[src/rtl/cfa_pkg.sv]
// Shared definitions for the CFA demosaicing gradient stage: pixel and
// gradient widths, the initiator state encoding and a saturating adder.
package cfa_pkg;

    localparam int PIX_W  = 8;
    localparam int GRAD_W = 16;

    localparam logic [GRAD_W-1:0] GRAD_MAX = {GRAD_W{1'b1}};

    typedef enum logic [1:0] {
        ACCUM  = 2'd0,
        LAUNCH = 2'd1,
        WAIT   = 2'd2,
        DONE   = 2'd3
    } grad_init_state_t;

    // Unsigned add that clamps at GRAD_MAX instead of wrapping around
    function automatic logic [GRAD_W-1:0] sat_add(input logic [GRAD_W-1:0] a,
                                                  input logic [GRAD_W-1:0] b);
        logic [GRAD_W:0] sum;
        sum = {1'b0, a} + {1'b0, b};
        return sum[GRAD_W] ? GRAD_MAX : sum[GRAD_W-1:0];
    endfunction

endpackage

[src/rtl/abs_diff8.sv]
// Combinational unsigned magnitude |a - b| of two pixel values.
module abs_diff8
    import cfa_pkg::*;
(
    input  logic [PIX_W-1:0] a_i,
    input  logic [PIX_W-1:0] b_i,
    output logic [PIX_W-1:0] diff_o
);

    // Subtract the smaller operand from the larger so the result never wraps
    always_comb begin
        diff_o = (a_i >= b_i) ? (a_i - b_i) : (b_i - a_i);
    end

endmodule

[src/rtl/cfa_grad_init.sv]
// Gradient-scaling initiator: sums |h_a-h_b| and |v_a-v_b| over PAIRS beats,
// launches the scaler with a start pulse, waits for its result and hands the
// scaled values downstream with a one-cycle valid strobe.
module cfa_grad_init
    import cfa_pkg::*;
#(
    parameter int PAIRS = 8
) (
    input  logic              clk,
    input  logic              rst,
    input  logic              pix_valid,
    output logic              pix_ready,
    input  logic [PIX_W-1:0]  h_a,
    input  logic [PIX_W-1:0]  h_b,
    input  logic [PIX_W-1:0]  v_a,
    input  logic [PIX_W-1:0]  v_b,
    output logic [GRAD_W-1:0] grad_hs,
    output logic [GRAD_W-1:0] grad_vs,
    output logic              strat,
    input  logic [PIX_W-1:0]  scaled_hs,
    input  logic [PIX_W-1:0]  scaled_vs,
    input  logic              ready,
    output logic [PIX_W-1:0]  res_hs,
    output logic [PIX_W-1:0]  res_vs,
    output logic              res_valid
);

    localparam logic [7:0] CNT_LAST = 8'(PAIRS - 1);

    grad_init_state_t  state_q, state_d;
    logic [7:0]        cnt_q, cnt_d;
    logic [GRAD_W-1:0] acc_h_q, acc_h_d;
    logic [GRAD_W-1:0] acc_v_q, acc_v_d;
    logic [GRAD_W-1:0] grad_hs_q, grad_vs_q;
    logic [PIX_W-1:0]  res_hs_q, res_hs_d;
    logic [PIX_W-1:0]  res_vs_q, res_vs_d;
    logic [PIX_W-1:0]  diff_h, diff_v;

    abs_diff8 u_diff_h (
        .a_i    (h_a),
        .b_i    (h_b),
        .diff_o (diff_h)
    );

    abs_diff8 u_diff_v (
        .a_i    (v_a),
        .b_i    (v_b),
        .diff_o (diff_v)
    );

    // Next-state logic: accumulate beats, launch, wait for the scaler, clear
    always_comb begin
        state_d  = state_q;
        cnt_d    = cnt_q;
        acc_h_d  = acc_h_q;
        acc_v_d  = acc_v_q;
        res_hs_d = res_hs_q;
        res_vs_d = res_vs_q;
        case (state_q)
            ACCUM: begin
                if (pix_valid) begin
                    acc_h_d = sat_add(acc_h_q, {{(GRAD_W-PIX_W){1'b0}}, diff_h});
                    acc_v_d = sat_add(acc_v_q, {{(GRAD_W-PIX_W){1'b0}}, diff_v});
                    cnt_d   = cnt_q + 8'd1;
                    if (cnt_q == CNT_LAST) begin
                        state_d = LAUNCH;
                    end
                end
            end
            LAUNCH: begin
                state_d = WAIT;
            end
            WAIT: begin
                if (ready) begin
                    res_hs_d = scaled_hs;
                    res_vs_d = scaled_vs;
                    state_d  = DONE;
                end
            end
            DONE: begin
                acc_h_d = '0;
                acc_v_d = '0;
                cnt_d   = '0;
                state_d = ACCUM;
            end
            default: begin
                state_d = ACCUM;
            end
        endcase
    end

    // State register; the gradient outputs track the next accumulator value
    // so they already carry the finished sums during the launch cycle
    always_ff @(posedge clk or posedge rst) begin
        if (rst) begin
            state_q   <= ACCUM;
            cnt_q     <= '0;
            acc_h_q   <= '0;
            acc_v_q   <= '0;
            grad_hs_q <= '0;
            grad_vs_q <= '0;
            res_hs_q  <= '0;
            res_vs_q  <= '0;
        end else begin
            state_q   <= state_d;
            cnt_q     <= cnt_d;
            acc_h_q   <= acc_h_d;
            acc_v_q   <= acc_v_d;
            grad_hs_q <= acc_h_d;
            grad_vs_q <= acc_v_d;
            res_hs_q  <= res_hs_d;
            res_vs_q  <= res_vs_d;
        end
    end

    // Handshake outputs are pure state decodes
    always_comb begin
        pix_ready = (state_q == ACCUM);
        strat     = (state_q == LAUNCH);
        res_valid = (state_q == DONE);
        grad_hs   = grad_hs_q;
        grad_vs   = grad_vs_q;
        res_hs    = res_hs_q;
        res_vs    = res_vs_q;
    end

endmodule

[config.mk]
export PLATFORM = sky130hd
export DESIGN_NAME = cfa_grad_init
export DESIGN_NICKNAME = d
export VERILOG_FILES = /design/src/rtl/cfa_pkg.sv /design/src/rtl/abs_diff8.sv /design/src/rtl/cfa_grad_init.sv
export SDC_FILE = /design/constraint.sdc
export NUM_CORES = 1
export LEC_CHECK = 0
export ABC_AREA = 1
export CORE_MARGIN = 1
export CORE_UTILIZATION = 49
export DETAILED_ROUTE_END_ITERATION = 8
export GPL_ROUTABILITY_DRIVEN = 0
export GPL_TIMING_DRIVEN = 0
export PLACE_DENSITY_LB_ADDON = 0.1
export SYNTH_ARGS = -nofsm -noshare
export SYNTH_HDL_FRONTEND = slang
export SYNTH_SLANG_ARGS = --single-unit
[constraint.sdc]
create_clock -name clk -period 1.8 [get_ports clk]
set_clock_uncertainty 0.1 [all_clocks]
set_input_delay 0.36 -clock clk [delete_from_list [all_inputs] [get_ports clk]]
set_output_delay 0.36 -clock clk [all_outputs]
set_load 0.02 [all_outputs]
==> implementation parameters, run 1 <==
Parameter                              Value

STA
  Setup repair after global routing missed its margin    yes
  Worst hold-check slack    0.269 ns
  Aggregate negative setup slack    -34.71 ns
  Max-slew violation count    0
  Remaining max-slew budget at the tightest pin    0.630
  Crit share post-route    1.67
  Maximum frequency from static timing analysis    0.332 GHz
  Final Worst Setup Slack    -1.21 ns
  Final worst path period need    3.01 ns
  Hold Vio Cnt, Final    0
  Number of endpoints failing setup at the final stage    32
  Measured slew at the worst slew-check pin    0.555 ns

Setup path
  Slowest-stage cell, CP    sky130_fd_sc_hd__ha_4
  Critical path, cell by cell    dlygate4sd2_1 > inv_2 > ha_4 > a21oi_4 > nand2_2 > o21ai_4 > nand2_4 > inv_4 > nand2_2 > nand2_2 > inv_2 > ha_4 > nand2_4 > clkinv_4 > buf_4 > buf_4 > nand2_1 > nor3_1 > nand2_2 > nand3_2 > nand3_2 > nand2_2 > nand2_1
  Maximum fanout count along the critical path    7
  Type of the worst setup path    in -> reg
  Worst Path Required    1.92 ns
  Data arrival time of the worst path    3.13 ns
  Critical Path Source Type    input pin
  Endpoint type of the worst setup path    register
  Critical path's most frequent cell    sky130_fd_sc_hd__nand2_2
  Highest cell delay on the worst timing path    0.30 ns

Pwr
  P_leak    0.00455 µW
  Worst ir drop on vdd    0.00102 V
  Proportion of total power due to net switching    0.450
  Power Internal    6390 µW
  Total power density per cell area    1310 nW/µm²
  Share of power burned in registers    0.179
  Proportion of power drawn by combinational gates    0.644
  NetSw    5230 µW
  Clock power frac    0.177

Route
  Total routed wirelength    18,800 µm
  Antenna Nets Post-Route    0
  Number of DRC markers after the initial detailed-route iteration    577
  DR WL/cell    16.5 µm
  1st-pass router iterations    9
  Via total after detailed routing    6,367
  Post-detailed-route DRC marker count    0
  Via density per instance    5.58

Cells and area
  Finished Core Util    0.811
  Post-synthesis to final-layout area growth    59.1%
  Fraction of layout cells with a size suffix above 1    0.370
  Number of diodes added for antenna fixing    0
  Number of filler cells placed in the layout    652
  Commonest cells after routing, fill and taps aside    sky130_fd_sc_hd__nand2_1, sky130_fd_sc_hd__inv_1, sky130_fd_sc_hd__buf_4, sky130_fd_sc_hd__dfrtp_1, sky130_fd_sc_hd__dlygate4sd2_1
  Leading cell type in the layout, fill and taps excluded    sky130_fd_sc_hd__nand2_1
  Layout net count    1,108

CTS
  Maximum level of the CTS H-tree    3
  Clock tree root buffer cell    sky130_fd_sc_hd__clkbuf_16
  Clock latency on the worst-skew pair    0.34 ns
  Number of clock sinks    58
  Clock transition at path regs    0.05 ns
  CTS tree    built
  Number of buffers on the longest clock path    2
  TritonCTS buffer count    9
  Hold_buf cts    0

Placement
  Detailed-placement wirelength estimate    10,900 µm
  Number of buffers added on ports    102

Status
  Run status    complete, but fails checks
  Violations in the final reports    setup timing

Min path
  Type of the tightest min-delay check    in -> async

Yosys
  Share of synthesized area occupied by flip-flops and latches    0.260
  Number of register bits inferred by synthesis    58
  Number of flops mapped to enable cells by yosys    0
  Post-synthesis net count    924
  Average footprint of a synthesized cell    6.85 µm²
  Yosys warning count    0
  Cells after Synth    813
  Proportion of register bits with asynchronous set or reset after synthesis    1.00
  Primary flip-flop cell chosen by synthesis mapping    sky130_fd_sc_hd__dfrtp_1
  Number of distinct standard cells referenced by the synthesized netlist    49
  Cell area after synthesis    5570 µm²

Global route
  Number of antenna violations at the first check in global routing    0
  Global-route wire length before repair    27,500 µm
  Via count of the first global-routing pass    6,067
  Aggregate global routing overflow    0
  Total global-route track usage    0.294
  Pin count of the biggest net entering global routing    59

Floorplanning
  Die Height    109 µm
  Starting utilization of the core area    0.509
  Count of pins on the block boundary    103
  Floorplan die area    11,800 µm²
  Die width    109 µm
  Placeable core region    10,900 µm²
  Rows    38

Flow run
  Max-cap violations    0
worst max-delay path: cells and delay by family:
kind | cells | cell delay (ns)
AOI/OAI and AO/OA | 2 | 0.37
adders and majority gates | 2 | 0.59
buffers and inverters | 7 | 0.68
and+or+nand+nor | 12 | 1.11
worst paths after layout:
check | start | to | slack, ns | depth (start not counted)
worst max-delay path | v_a[3] | grad_vs[14]$_DFFE_PP0P_ | -1.21 | 23
min in group clk | res_vs[3]$_DFFE_PP0P_ | res_vs[3]$_DFFE_PP0P_ | 0.40 | 1
worst min register to register | res_vs[3]$_DFFE_PP0P_ | res_vs[3]$_DFFE_PP0P_ | 0.40 | 1
worst min-delay path | rst | grad_vs[13]$_DFFE_PP0P_ | 0.27 | 2
worst max register to register | grad_vs[0]$_DFFE_PP0P_ | grad_vs[6]$_DFFE_PP0P_ | -0.38 | 12
max in group asynchronous | rst | grad_hs[2]$_DFFE_PP0P_ | 0.78 | 3
synth_stat cells (all sizes together), types with 6 or more instances:
master	instances	area share
nand2	282	0.20
nor3	12	0.015
mux2	16	0.032
fa	6	0.022
a21oi	35	0.033
nor2	53	0.038
inv	137	0.092
dfrtp	58	0.26
ha	53	0.12
o21ai	41	0.041
buf	10	0.013
or2	6	0.0067
xor2	15	0.024
nand3	47	0.051
registers in the layout, summed over array words and instances (netlist names):
signal and cells:
grad_hs 16, res_vs 8, cnt_q 8, res_hs 8
grad_vs 16, state_q 2
what timing repair did:
item	4_1_cts	5_1_grt
cloned	3	0
endpoints found under the setup margin	76	49
pin swaps	88	65
resized for setup	248	109
buffers inserted	49	22
kinds of logic (layout without fill, tap and decap cells):
group	after synthesis	after routing	share of synthesized area
flip-flops	58	58	0.260
multiplexers	16	16	0.0323
AND/OR/NAND/NOR	416	418	0.330
adder cells (fa/ha/maj)	59	59	0.141
buffers and inverters	151	338	0.108
AO/OA/AOI/OAI	96	96	0.102
XOR/XNOR	17	17	0.0267
layout make-up:
cell class | count | area, µm² | area share
Clock buffer | 11 | 253 | 0.0285
Clock inverter | 5 | 100 | 0.0113
Multi-Input combinational cell | 606 | 4680 | 0.528
Timing Repair Buffer | 172 | 1540 | 0.174
Sequential cell | 58 | 1450 | 0.164
Buffer | 12 | 100 | 0.0113
Tap cell | 140 | 175 | 0.0198
Inverter | 138 | 564 | 0.0637
metal layers:
layer | part of all wire | track usage
met1 | 0.37 | 0.343
met2 | 0.52 | 0.527
met4 | 0.047 | 0.113
met5 | 0 | 0
met3 | 0.061 | 0.0592
metrics by stage:
step           total power [µW]  setup slack (ns)  area, µm²  instances
6_report                  11600             -1.21       8860       1142
5_1_grt                   12300             -1.30       8860       1142
4_1_cts                   10400             -1.01       8330       1123
3_5_place_dp               7580             -2.01       7060       1055
3_3_place_gp               7410             -1.93       7060       1055
2_1_floorplan              5820             -1.02       5860        813
power by group through the flow:
stage | Combinational (µW) | Clock (µW) | Sequential (µW)
CTS | 6320 | 2060 | 2060
global placement | 5360 | 0 | 2050
detailed placement | 5500 | 0 | 2080
floorplan | 3360 | 0 | 2460
finish | 7480 | 2060 | 2090
global route | 8020 | 2140 | 2130
No activity file was read; power rests on OpenSTA's default activity.
==> inputs of run 2 (changes only) <==
--- a/config.mk
+++ b/config.mk
@@ -12,6 +12,8 @@
 export GPL_ROUTABILITY_DRIVEN = 0
 export GPL_TIMING_DRIVEN = 0
 export PLACE_DENSITY_LB_ADDON = 0.1
+export REMOVE_ABC_BUFFERS = 1
+export SLEW_MARGIN = 30
 export SYNTH_ARGS = -nofsm -noshare
 export SYNTH_HDL_FRONTEND = slang
 export SYNTH_SLANG_ARGS = --single-unit
==> run 2 against run 1 <==
Net effect: the run still ends with setup timing left; routed wire length rose by 2.3%; register-to-register slack improved by 0.10 ns; total power rose by 1.5%; via count rose by 0.60%; clock power fell by 8%; setup slack improved by 0.085 ns; critical path depth did not move; clock-buffer cell count fell by 2; die area did not move.
==> implementation parameters, run 2 (synthesis gave the netlist of run 1 again) <==
Parameter                              Value

STA
  Setup repair after global routing missed its margin    yes
  Measured slew at the worst slew-check pin    0.643 ns
  Worst hold-check slack    0.233 ns
  Max-slew violation count    0
  Aggregate negative setup slack    -32.68 ns
  Hold Vio Cnt, Final    0
  Final worst path period need    2.93 ns
  Final Worst Setup Slack    -1.13 ns
  Maximum frequency from static timing analysis    0.342 GHz
  Crit share post-route    1.63
  Remaining max-slew budget at the tightest pin    0.569
  Number of endpoints failing setup at the final stage    33

Flow run
  Max-cap violations    0

Floorplanning
  Rows    38
  Floorplan die area    11,800 µm²
  Die width    109 µm
  Die Height    109 µm
  Starting utilization of the core area    0.509
  Placeable core region    10,900 µm²
  Count of pins on the block boundary    103

CTS
  Number of buffers on the longest clock path    2
  Number of clock sinks    58
  Clock latency on the worst-skew pair    0.35 ns
  TritonCTS buffer count    9
  Clock transition at path regs    0.06 ns
  Maximum level of the CTS H-tree    3
  CTS tree    built
  Clock tree root buffer cell    sky130_fd_sc_hd__clkbuf_16

Global route
  Aggregate global routing overflow    0
  Pin count of the biggest net entering global routing    35
  Total global-route track usage    0.295
  Via count of the first global-routing pass    6,142
  Global-route wire length before repair    27,400 µm
  Number of antenna violations at the first check in global routing    0

Route
  Post-detailed-route DRC marker count    0
  Number of DRC markers after the initial detailed-route iteration    442
  DR WL/cell    17.0 µm
  Via total after detailed routing    6,405
  Via density per instance    5.66
  1st-pass router iterations    5
  Total routed wirelength    19,300 µm
  Antenna Nets Post-Route    0

Setup path
  Endpoint type of the worst setup path    register
  Critical Path Source Type    input pin
  Worst Path Required    1.98 ns
  Origin of the critical flop-to-flop path    grad_hs[0]$_DFFE_PP0P_
  Type of the worst setup path    in -> reg
  Data arrival time of the worst path    3.11 ns
  Maximum fanout count along the critical path    7
  Crit path from    h_a[0]

Cells and area
  Fraction of layout cells with a size suffix above 1    0.406
  Footprint of the multi-input gates    4890 µm²
  Post-route standard cell area excluding fillers    8930 µm²
  Commonest cells after routing, fill and taps aside    sky130_fd_sc_hd__nand2_1, sky130_fd_sc_hd__inv_1, sky130_fd_sc_hd__buf_4, sky130_fd_sc_hd__dfrtp_1, sky130_fd_sc_hd__dlygate4sd2_1
  Sequential standard cell area    1450 µm²
  Number of diodes added for antenna fixing    0
  Post-synthesis to final-layout area growth    60.3%
  Leading cell type in the layout, fill and taps excluded    sky130_fd_sc_hd__nand2_1
  Number of filler cells placed in the layout    660
  Layout net count    1,098

Placement
  Worst setup timing slack at the placement stage    -2.08 ns
  Number of buffers added on ports    102
  Detailed-placement wirelength estimate    10,300 µm
  Placed instance area    6740 µm²

Status
  Violations in the final reports    setup timing
  Run status    complete, but fails checks

Pwr
  Power consumption    11,800 µW
  Worst ir drop on vdd    0.00112 V
  Total power density per cell area    1320 nW/µm²
  P_leak    0.00453 µW

Min path
  Type of the tightest min-delay check    in -> async
==> run 2: cell types whose count changed in the layout (fill, tap and decap cells not counted), moves of 6 or more <==
cell,before,now
sky130_fd_sc_hd__nand2_4,16,27
sky130_fd_sc_hd__nand2_2,49,40
sky130_fd_sc_hd__inv_1,101,93
sky130_fd_sc_hd__inv_2,28,36
sky130_fd_sc_hd__buf_12,7,1
sky130_fd_sc_hd__nand3_1,25,19
sky130_fd_sc_hd__nor2_2,4,10
==> run 2: power by group <==
part           switching [µW]  leakage [µW]  total (µW)  internal [µW]
clock network             681      0.000160        1900           1220
registers                 364      0.000758        2070           1710
logic                    4420       0.00361        7830           3410
total                    5460       0.00453       11800           6340
==> run 2: final timing paths <==
path,endpoint,slack [ns],cells past startpoint
setup / recovery,grad_hs[3]$_DFFE_PP0P_,-1.13,23
hold / removal,res_hs[3]$_DFFE_PP0P_,0.23,2
setup reg to reg,grad_hs[3]$_DFFE_PP0P_,-0.28,12
hold reg to reg,res_hs[0]$_DFFE_PP0P_,0.40,1
max in group asynchronous,grad_vs[9]$_DFFE_PP0P_,0.88,3
min in group clk,res_hs[0]$_DFFE_PP0P_,0.40,1
==> run 2: area by class of cell <==
class	count	area share
Sequential cell	58	0.163
Clock inverter	7	0.0116
Tap cell	140	0.0196
Timing Repair inverter	1	0.000560
Multi-Input combinational cell	606	0.548
Inverter	138	0.0612
Timing Repair Buffer	173	0.172
Clock buffer	9	0.0252
==> run 2: per-stage QoR <==
step           std cells  utilization
6_report            1132        0.817
4_1_cts             1116        0.763
5_1_grt             1132        0.817
3_3_place_gp        1042        0.611
3_5_place_dp        1044        0.617
2_1_floorplan        800            -
==> run 2: worst max-delay path, cell delays in order <==
cell                       delay, ns
sky130_fd_sc_hd__buf_8          0.10
sky130_fd_sc_hd__inv_4          0.04
sky130_fd_sc_hd__ha_4           0.13
sky130_fd_sc_hd__inv_4          0.04
sky130_fd_sc_hd__fa_2           0.37
sky130_fd_sc_hd__buf_6          0.13
sky130_fd_sc_hd__buf_4          0.14
sky130_fd_sc_hd__nand2_4        0.07
sky130_fd_sc_hd__o211ai_1       0.11
sky130_fd_sc_hd__nand2_1        0.11
sky130_fd_sc_hd__nand2_1        0.06
sky130_fd_sc_hd__nand2_1        0.10
sky130_fd_sc_hd__nand2_1        0.09
sky130_fd_sc_hd__inv_2          0.11
sky130_fd_sc_hd__ha_4           0.13
sky130_fd_sc_hd__inv_1          0.08
sky130_fd_sc_hd__o21ai_2        0.20
sky130_fd_sc_hd__nor2_2         0.09
sky130_fd_sc_hd__nand2_4        0.11
sky130_fd_sc_hd__nand2_4        0.07
sky130_fd_sc_hd__nor2_4         0.26
sky130_fd_sc_hd__o21ai_1        0.11
sky130_fd_sc_hd__nand2_1        0.08
==> run 2: per-layer routing <==
metal	track usage	up-vias	part of all wire
met5	0	-	0
li1	-	2922	-
met4	0.108	0	0.038
met3	0.0556	95	0.061
met1	0.338	3081	0.37
met2	0.542	307	0.53
==> run 2: timing repair <==
action / in CTS / in global routing
cloned: 3 / 0
pin swaps: 82 / 87
setup buffers: 53 / 18
resized for setup: 332 / 143
setup endpoints to repair: 85 / 44
hold buffers: 0 / 0
